$ cat src/rtl/seg7_pkg.sv
// Shared 7-segment glyph definitions (active-low, bit0 = segment a .. bit6 = segment g)
// plus encode/decode helpers used by both the encoder and the decoder.
package seg7_pkg;

  localparam logic [6:0] GLYPH_0     = 7'h40;
  localparam logic [6:0] GLYPH_1     = 7'h79;
  localparam logic [6:0] GLYPH_2     = 7'h24;
  localparam logic [6:0] GLYPH_3     = 7'h30;
  localparam logic [6:0] GLYPH_4     = 7'h19;
  localparam logic [6:0] GLYPH_5     = 7'h12;
  localparam logic [6:0] GLYPH_6     = 7'h02;
  localparam logic [6:0] GLYPH_7     = 7'h78;
  localparam logic [6:0] GLYPH_8     = 7'h00;
  localparam logic [6:0] GLYPH_9     = 7'h18;
  localparam logic [6:0] GLYPH_A     = 7'h08;
  localparam logic [6:0] GLYPH_B     = 7'h03;
  localparam logic [6:0] GLYPH_C     = 7'h46;
  localparam logic [6:0] GLYPH_D     = 7'h21;
  localparam logic [6:0] GLYPH_E     = 7'h06;
  localparam logic [6:0] GLYPH_F     = 7'h0E;
  localparam logic [6:0] GLYPH_BLANK = 7'h7F;
  localparam logic [6:0] GLYPH_DASH  = 7'h3F;

  typedef struct packed {
    logic       invalid;
    logic [3:0] digit;
  } seg7_dec_t;

  typedef enum logic {
    ST_EMPTY = 1'b0,
    ST_FULL  = 1'b1
  } out_state_e;

  function automatic logic [6:0] seg7_encode(input logic [3:0] d);
    logic [6:0] g;
    case (d)
      4'h0:    g = GLYPH_0;
      4'h1:    g = GLYPH_1;
      4'h2:    g = GLYPH_2;
      4'h3:    g = GLYPH_3;
      4'h4:    g = GLYPH_4;
      4'h5:    g = GLYPH_5;
      4'h6:    g = GLYPH_6;
      4'h7:    g = GLYPH_7;
      4'h8:    g = GLYPH_8;
      4'h9:    g = GLYPH_9;
      4'hA:    g = GLYPH_A;
      4'hB:    g = GLYPH_B;
      4'hC:    g = GLYPH_C;
      4'hD:    g = GLYPH_D;
      4'hE:    g = GLYPH_E;
      default: g = GLYPH_F;
    endcase
    return g;
  endfunction

  // Anything outside the hex table (dash included) decodes as invalid with digit 0.
  function automatic seg7_dec_t seg7_decode(input logic [6:0] g);
    seg7_dec_t res;
    res.invalid = 1'b1;
    res.digit   = 4'h0;
    for (int i = 0; i < 16; i++) begin
      if (g == seg7_encode(4'(i))) begin
        res.invalid = 1'b0;
        res.digit   = 4'(i);
      end
    end
    return res;
  endfunction

endpackage

$ cat src/rtl/seg7_stability_filter.sv
// Glyph stability filter: strobes accept_o once when the synchronized glyph has been
// identical for STABLE_CYCLES consecutive samples; glyph_o carries that glyph.
module seg7_stability_filter import seg7_pkg::*; #(
  parameter int unsigned STABLE_CYCLES = 4
) (
  input  logic       clk,
  input  logic       rst_n,
  input  logic [6:0] sync2_i,
  output logic       accept_o,
  output logic [6:0] glyph_o
);

  localparam int unsigned CW = $clog2(STABLE_CYCLES);
  localparam logic [CW-1:0] LAST = CW'(STABLE_CYCLES - 1);

  logic [6:0]    prev_q;
  logic [CW-1:0] cnt_q, cnt_d;
  logic          accept_q, accept_d;

  always_comb begin
    cnt_d    = cnt_q;
    accept_d = 1'b0;
    if (sync2_i != prev_q) begin
      cnt_d = '0;
    end else if (cnt_q < LAST) begin
      cnt_d    = cnt_q + CW'(1);
      accept_d = (cnt_q == LAST - CW'(1));
    end
  end

  always_ff @(posedge clk or negedge rst_n) begin
    if (!rst_n) begin
      prev_q   <= GLYPH_BLANK;
      cnt_q    <= '0;
      accept_q <= 1'b0;
    end else begin
      prev_q   <= sync2_i;
      cnt_q    <= cnt_d;
      accept_q <= accept_d;
    end
  end

  // prev_q cannot change on the edge that raises accept_q, so it still holds the accepted glyph.
  assign accept_o = accept_q;
  assign glyph_o  = prev_q;

endmodule

$ cat src/rtl/seg7_decoder.sv
// Active-low 7-segment bus decoder: synchronize, wait for a settled glyph, decode it and
// deliver each new digit through a one-deep valid/ready output register.
module seg7_decoder import seg7_pkg::*; #(
  parameter int unsigned STABLE_CYCLES = 4
) (
  input  logic       clk,
  input  logic       rst_n,
  input  logic [7:0] seg_in,
  input  logic       out_ready,
  output logic       out_valid,
  output logic [3:0] out_digit,
  output logic       out_invalid,
  output logic       overflow,
  input  logic       clear_ovf
);

  logic [6:0] sync1_q, sync2_q;
  logic       seg_bit7_unused;

  assign seg_bit7_unused = seg_in[7];

  always_ff @(posedge clk or negedge rst_n) begin
    if (!rst_n) begin
      sync1_q <= GLYPH_BLANK;
      sync2_q <= GLYPH_BLANK;
    end else begin
      sync1_q <= seg_in[6:0];
      sync2_q <= sync1_q;
    end
  end

  logic       filt_accept;
  logic [6:0] filt_glyph;

  seg7_stability_filter #(.STABLE_CYCLES(STABLE_CYCLES)) u_filter (
    .clk      (clk),
    .rst_n    (rst_n),
    .sync2_i  (sync2_q),
    .accept_o (filt_accept),
    .glyph_o  (filt_glyph)
  );

  seg7_dec_t  dec;
  logic       is_event, drop;
  logic [6:0] last_q;
  out_state_e state_q;
  logic       valid_q, invalid_q, ovf_q;
  logic [3:0] digit_q;

  // A blank is remembered but never reported, so a digit shown again after a blank re-emits.
  assign dec      = seg7_decode(filt_glyph);
  assign is_event = filt_accept && (filt_glyph != last_q) && (filt_glyph != GLYPH_BLANK);
  assign drop     = is_event && valid_q && !out_ready;

  always_ff @(posedge clk or negedge rst_n) begin
    if (!rst_n) begin
      last_q    <= GLYPH_BLANK;
      state_q   <= ST_EMPTY;
      valid_q   <= 1'b0;
      digit_q   <= 4'h0;
      invalid_q <= 1'b0;
      ovf_q     <= 1'b0;
    end else begin
      if (filt_accept && (filt_glyph != last_q)) last_q <= filt_glyph;

      case (state_q)
        ST_EMPTY: begin
          if (is_event) begin
            state_q   <= ST_FULL;
            valid_q   <= 1'b1;
            digit_q   <= dec.digit;
            invalid_q <= dec.invalid;
          end
        end
        ST_FULL: begin
          if (is_event && out_ready) begin
            digit_q   <= dec.digit;
            invalid_q <= dec.invalid;
          end else if (!is_event && out_ready) begin
            state_q <= ST_EMPTY;
            valid_q <= 1'b0;
          end
        end
        default: begin
          state_q <= ST_EMPTY;
          valid_q <= 1'b0;
        end
      endcase

      if (drop) begin
        ovf_q <= 1'b1;
      end else if (clear_ovf) begin
        ovf_q <= 1'b0;
      end
    end
  end

  assign out_valid   = valid_q;
  assign out_digit   = digit_q;
  assign out_invalid = invalid_q;
  assign overflow    = ovf_q;

endmodule

$ cat config.mk
export PLATFORM = sky130hd
export DESIGN_NAME = seg7_decoder
export DESIGN_NICKNAME = d
export VERILOG_FILES = /design/src/rtl/seg7_pkg.sv /design/src/rtl/seg7_stability_filter.sv /design/src/rtl/seg7_decoder.sv
export SDC_FILE = /design/constraint.sdc
export NUM_CORES = 1
export LEC_CHECK = 0
export BUFFER_PORTS_ARGS = -buffer_cell sky130_fd_sc_hd__buf_2
export CAP_MARGIN = 5
export CORE_ASPECT_RATIO = 1.75
export CORE_MARGIN = 3
export CORE_UTILIZATION = 40
export DETAILED_ROUTE_END_ITERATION = 10
export GPL_ROUTABILITY_DRIVEN = 0
export PLACE_DENSITY_LB_ADDON = 0.05
export SYNTH_ARGS = -nofsm -noshare
export SYNTH_HDL_FRONTEND = slang
export SYNTH_SLANG_ARGS = --single-unit
$ cat constraint.sdc
create_clock -name clk -period 4.8 [get_ports clk]
set_clock_uncertainty 0.1 [all_clocks]
set_input_delay 0.96 -clock clk [delete_from_list [all_inputs] [get_ports clk]]
set_output_delay 0.96 -clock clk [all_outputs]
set_load 0.005 [all_outputs]
==> flow_summary_export.csv, run 1 <==
group,metric,value,unit
clock_tree,cts.sinks,39,
timing,finalHoldViolCount,0,
timing,drv_slew,0,
synth,syn_area_per_cell,11.9,sq um
timing,max_slew_margin,0.451,
worst_setup_path,cp_data_arrival_time,2.30,ns
floorplanning,io_pins,19,
global_routing,grtUsageTotal,0.134,
worst_setup_path,startpoint,"u_filter.glyph_o[1]$_DFF_PN1_",
synth,synth_seq_cells,39,
clock_tree,ctsResizeCount,0,
synth,yosysMostFrequentCell,"dfstp_2",
detailed_routing,wirelength,3280,microns
synth,synth-edff-count,0,
timing,setup-tns-final,0,ns
synth,netlist.area_leader.share,0.400,
final_layout,multi_input_comb_area,739,sq um
final_layout,diodes,0,
detailed_routing,drc,0,
worst_setup_path,startpoint_type,"flop",
floorplanning,dieArea,5480,sq um
final_layout,register_area,1010,sq um
clock_tree,cts_hold_buf,0,
global_routing,grt_pass1_vias,1212,
synth,synth_common_cells,"dfstp_2 (28), nor2_1 (13), dfrtp_1 (11), xnor2_1 (11)",
clock_tree,insertion_delay,0.28,ns
floorplanning,initial_core_util,0.418,
hold_path,hold_path.class,"reg2reg",
final_layout,nets,182,
status,outcome,"finished, final reports clean",
final_layout,drive_gt1_frac,0.391,
floorplanning,core_region_area,4400,sq um
global_routing,grt_first_pass_wirelength,5490,microns
synth,syn_area,1840,sq um
global_routing,grt_overflow_total,0,
pwr,power.leakage,0.843,nW
synth,synth-async-reset-ratio,1.00,
detailed_routing,dr.pass1.iters,4,
clock_tree,cts_buffers,5,
detailed_routing,wl_per_cell,14.9,microns
run,maxCapViolations,0,
synth,synth.area.top_cells,"dfstp_2 (40%), dfrtp_1 (15%), mux2_2 (5.5%)",
final_layout,fill_cells,434,
synth,synth_ff_type,"dfstp_2",
worst_setup_path,cp_data_required_time,4.87,ns
synth,synthDistinctLibCells,48,
clock_tree,clk_pin_slew,0.07,ns
global_routing,antenna_found_initial,0,
worst_setup_path,reg2reg_from,"u_filter.glyph_o[1]$_DFF_PN1_",
floorplanning,rows,32,
timing,fmax,447,MHz
pwr,power_density,301,nW/um^2
timing,period_share,0.466,
placed_design,port_buffers,17,
detailed_routing,viasPerCell,5.41,
pwr,ir_drop,189,uV
worst_setup_path,worst_setup_path_end_kind,"flop",
detailed_routing,drt-initial-drc-count,29,
synth,yosysSeqAreaShare,0.550,
placed_design,hpwl,2420,microns
synth,ys_warn_count,0,
detailed_routing,ant_nets,0,
synth,netlist.top_cell.by_area,"dfstp_2",
worst_setup_path,path_class,"reg2reg",
clock_tree,cts_max_path_buffers,2,
synth,syn_nets,168,
clock_tree,tritoncts,"built",
worst_setup_path,crit_fanout,18,
timing,tightest_slew,0.824,ns
clock_tree,post_cts_buffers,0,
timing,setup_viol,0,
timing,min_period,2.24,ns
timing,rsz0062_at_grt,"no",
global_routing,grt_max_degree,40,
final_layout,syn2layout_area_growth,9.52,%
detailed_routing,vias,1190,
synth,syn_inst,154,
clock_tree,root_buffer,"clkbuf_8",
floorplanning,die_h,95.7,microns
floorplanning,die_w,57.3,microns
clock_tree,cts-htree-levels,2,
pwr,power.total,0.000605,W
hold_path,hp-start,"sync1_q[4]$_DFF_PN1_",
-- layout by cell type, fill, tap and decap left out, drive strengths merged, types with 3 or more instances in the layout --
| cell | n |
|---|---|
| dfstp | 28 |
| buf | 17 |
| nor2 | 13 |
| mux2 | 12 |
| xnor2 | 11 |
| dfrtp | 11 |
| inv | 9 |
| clkbuf | 7 |
| a21oi | 6 |
| xor2 | 5 |
| nand2b | 4 |
| nor4 | 3 |
| nor3 | 3 |
| o21ai | 3 |
-- state kept, by name, summed over array words and instances, names as in the netlist --
register	cells
overflow	1
out_digit	4
out_valid	1
sync1_q	7
u_filter.glyph_o	7
sync2_q	7
out_invalid	1
u_filter.cnt_q	2
last_q	7
state_q	1
u_filter.accept_o	1
-- where the power goes --
part / total, W / switching (W) / internal, W / leakage, nW
logic: 0.0000399 / 0.0000209 / 0.0000190 / 0.360
clock network: 0.000202 / 0.0000999 / 0.000102 / 0.0422
registers: 0.000364 / 0.0000175 / 0.000347 / 0.441
total: 0.000605 / 0.000138 / 0.000467 / 0.843
-- metrics by stage --
step           hold slack [ns]  setup WS (ns)  utilization  cells  area (sq um)
6_report                 0.252           2.56        0.457    220          2010
5_1_grt                  0.258           2.33        0.457    220          2010
4_1_cts                  0.253           2.55        0.457    220          2010
3_5_place_dp             0.247           2.57        0.439    212          1930
3_3_place_gp             0.246           2.60        0.439    212          1930
2_1_floorplan            0.245           2.90            -    154          1840
-- logic make-up after synthesis --
logic type / Yosys count / synth area share
adders and majority gates: 2 / 0.0136
muxes: 14 / 0.0864
xor gates and xnor gates: 16 / 0.0762
AOI/OAI and AO/OA: 27 / 0.107
DFF: 39 / 0.550
and+or+nand+nor: 37 / 0.118
buffers and inverters: 19 / 0.0483
-- path summary, 6_finish.rpt --
path | end | slack [ns] | cells past startpoint
min in group asynchronous | u_filter.cnt_q[0]$_DFFE_PN0P_ | 0.69 | 1
hold reg to reg | sync2_q[4]$_DFF_PN1_ | 0.25 | 0
hold / removal | sync2_q[4]$_DFF_PN1_ | 0.25 | 0
setup reg to reg | out_invalid$_DFFE_PN0P_ | 2.56 | 5
max in group asynchronous | out_digit[2]$_DFFE_PN0P_ | 3.41 | 1
setup / recovery | out_invalid$_DFFE_PN0P_ | 2.56 | 5
-- final cells by class --
class	count	share of cell area
clock inverters	1	0.00248
repair buffers	17	0.0422
multi-input cells	96	0.367
inverters	9	0.0168
clock buffers	7	0.0379
well taps	51	0.0317
flip-flops and latches	39	0.502
-- per-layer routing --
| layer | track usage | share of wire | up-vias |
|---|---|---|---|
| li1 | - | - | 567 |
| met1 | 0.137 | 0.37 | 586 |
| met2 | 0.240 | 0.56 | 24 |
| met3 | 0.0336 | 0.032 | 13 |
| met4 | 0.0832 | 0.034 | 0 |
| met5 | 0 | 0 | - |
-- critical path: stages, from the launching register on --
cell	delay, ns
dfstp_2	0.75
nand2b_1	0.15
a2111oi_0	0.53
a211oi_1	0.16
o311a_1	0.16
mux2_4	0.26
Note: power is estimated with default switching activity, not from simulation.
==> run 2: changes to the inputs <==
==> constraint.sdc (replaced) <==
create_clock -name clk -period 1.9 [get_ports clk]
set_clock_uncertainty 0.1 [all_clocks]
set_input_delay 0.38 -clock clk [delete_from_list [all_inputs] [get_ports clk]]
set_output_delay 0.38 -clock clk [all_outputs]
set_load 0.005 [all_outputs]
==> run 2 against run 1 <==
Against the previous run:
- sequential power increased by 150%
- critical endpoint unchanged
- sequential share of layout area is 6.6 points lower
- final cell count increased by 15%
- clock power increased to 2.5 times the previous value
- final area up 15%
- die area did not move
- utilization grew 7.1 points
==> flow_summary_export.csv, run 2 (synthesis results as in run 1) <==
group,metric,value,unit
status,outcome,"finished, final reports clean",
hold_path,hold_path.class,"in2reg",
clock_tree,cts-htree-levels,2,
final_layout,multi_input_comb_area,777,sq um
timing,finalHoldViolCount,0,
worst_setup_path,r2r_end,"out_invalid$_DFFE_PN0P_",
worst_setup_path,crit_end,"out_invalid$_DFFE_PN0P_",
worst_setup_path,crit_fanout,7,
final_layout,final_util,0.528,
floorplanning,die_w,57.3,microns
worst_setup_path,cp_data_required_time,1.97,ns
worst_setup_path,path_class,"reg2reg",
clock_tree,cts_max_path_buffers,2,
pwr,ir_drop,514,uV
global_routing,grt_first_pass_wirelength,6310,microns
clock_tree,cts.sinks,39,
clock_tree,tritoncts,"built",
placed_design,hpwl,2800,microns
clock_tree,root_buffer,"clkbuf_8",
final_layout,register_area,1010,sq um
final_layout,mostFrequentLayoutCells,"buf_4 (29), dfstp_2 (27), buf_2 (17), nor2_1 (13)",
worst_setup_path,worst_setup_path_end_kind,"flop",
detailed_routing,vias,1315,
final_layout,nets,215,
worst_setup_path,startpoint_type,"flop",
worst_setup_path,startpoint,"u_filter.glyph_o[6]$_DFF_PN1_",
floorplanning,io_pins,19,
global_routing,grt_pass1_vias,1420,
final_layout,fill_cells,415,
floorplanning,core_region_area,4400,sq um
run,maxCapViolations,0,
timing,tightest_slew,0.519,ns
timing,setup_viol,0,
timing,fmax,528,MHz
floorplanning,die_h,95.7,microns
global_routing,grtUsageTotal,0.154,
detailed_routing,ant_nets,0,
detailed_routing,drt-initial-drc-count,48,
timing,rsz0062_at_grt,"yes",
pwr,power_density,682,nW/um^2
global_routing,grt_overflow_total,0,
detailed_routing,wirelength,3750,microns
worst_setup_path,ff2ff_setup_slack,0.006,ns
clock_tree,clk_pin_slew,0.07,ns
final_layout,drive_gt1_frac,0.500,
detailed_routing,wl_per_cell,14.8,microns
worst_setup_path,cp_data_arrival_time,1.96,ns
placed_design,port_buffers,17,
timing,period_share,0.997,
clock_tree,insertion_delay,0.28,ns
floorplanning,initial_core_util,0.418,
clock_tree,cts_buffers,5,
worst_setup_path,reg2reg_from,"u_filter.glyph_o[6]$_DFF_PN1_",
worst_setup_path,reg2reg_depth,6,
hold_path,hp-start,"seg_in[6]",
final_layout,final_common_cell,"buf_4",
detailed_routing,drc,0,
timing,drv_slew,0,
detailed_routing,dr.pass1.iters,4,
timing,min_period,1.89,ns
detailed_routing,viasPerCell,5.20,
pwr,power.leakage,1.01,nW
final_layout,syn2layout_area_growth,26.5,%
floorplanning,rows,32,
floorplanning,dieArea,5480,sq um
pwr,power.total,0.00159,W
timing,max_slew_margin,0.654,
global_routing,antenna_found_initial,0,
final_layout,diodes,0,
global_routing,grt_max_degree,24,
==> run 2: cell count changes in the layout (fill, tap and decap cells not counted), sizes merged <==
cell	delta
dlygate4sd3	+1
buf	+32
==> run 2: power by group <==
| part | switching, W | total [W] | internal [W] |
|---|---|---|---|
| Sequential | 0.0000257 | 0.000901 | 0.000876 |
| Clock | 0.000248 | 0.000505 | 0.000257 |
| Combinational | 0.0000881 | 0.000180 | 0.0000915 |
| Total | 0.000362 | 0.00159 | 0.00122 |
==> run 2: worst min path at each step <==
stage | end | slack [ns] | cells past startpoint
floorplan | out_digit[0]$_DFFE_PN0P_ | -0.02 | 0
global placement | sync2_q[2]$_DFF_PN1_ | 0.25 | 0
detailed placement | sync2_q[1]$_DFF_PN1_ | 0.25 | 0
CTS | sync1_q[6]$_DFF_PN1_ | 0.08 | 1
global route | sync1_q[5]$_DFF_PN1_ | 0.06 | 1
finish | sync1_q[6]$_DFF_PN1_ | 0.09 | 1
==> run 2: per-stage QoR <==
stage                     instance area [sq um]  setup TNS (ns)  std cells  setup slack [ns]  hold WS [ns]
after floorplan                            1840               0        154            0.0175       -0.0156
after global placement                     2150          -0.179        239            -0.133         0.245
after detailed placement                   2150          -0.175        239            -0.121         0.247
after CTS                                  2280        -0.00840        252          -0.00816        0.0777
after global routing                       2330          -0.123        253           -0.0697        0.0639
final                                      2330               0        253           0.00632        0.0916
==> run 2: metal layers <==
layer / GRT usage / up-vias / part of all wire
met1: 0.150 / 648 / 0.37
met2: 0.286 / 24 / 0.57
met3: 0.0389 / 13 / 0.024
met5: 0 / - / 0
met4: 0.0890 / 0 / 0.036
li1: - / 630 / -
==> run 2: layout make-up <==
cell class / count / area share
Inverter: 9 / 0.0145
Tap cell: 51 / 0.0274
Sequential cell: 39 / 0.436
Clock inverter: 1 / 0.00215
Multi-Input combinational cell: 96 / 0.334
Clock buffer: 7 / 0.0328
Timing Repair Buffer: 50 / 0.153
==> run 2: critical path: stages (launching register included) <==
cell and delay, ns:
dfstp_2 0.41, buf_4 0.17, and3b_1 0.20, a21oi_1 0.04
o32a_1 0.29, o311a_1 0.31, mux2_4 0.26
==> run 2: timing repair <==
item / 4_1_cts / 5_1_grt
hold buffers: 1 / 0
hold endpoints to repair: 11 / 0
pin swaps: 1 / 2
buffers inserted: 4 / 1
setup endpoints to repair: 4 / 4
gates resized for setup: 5 / 6
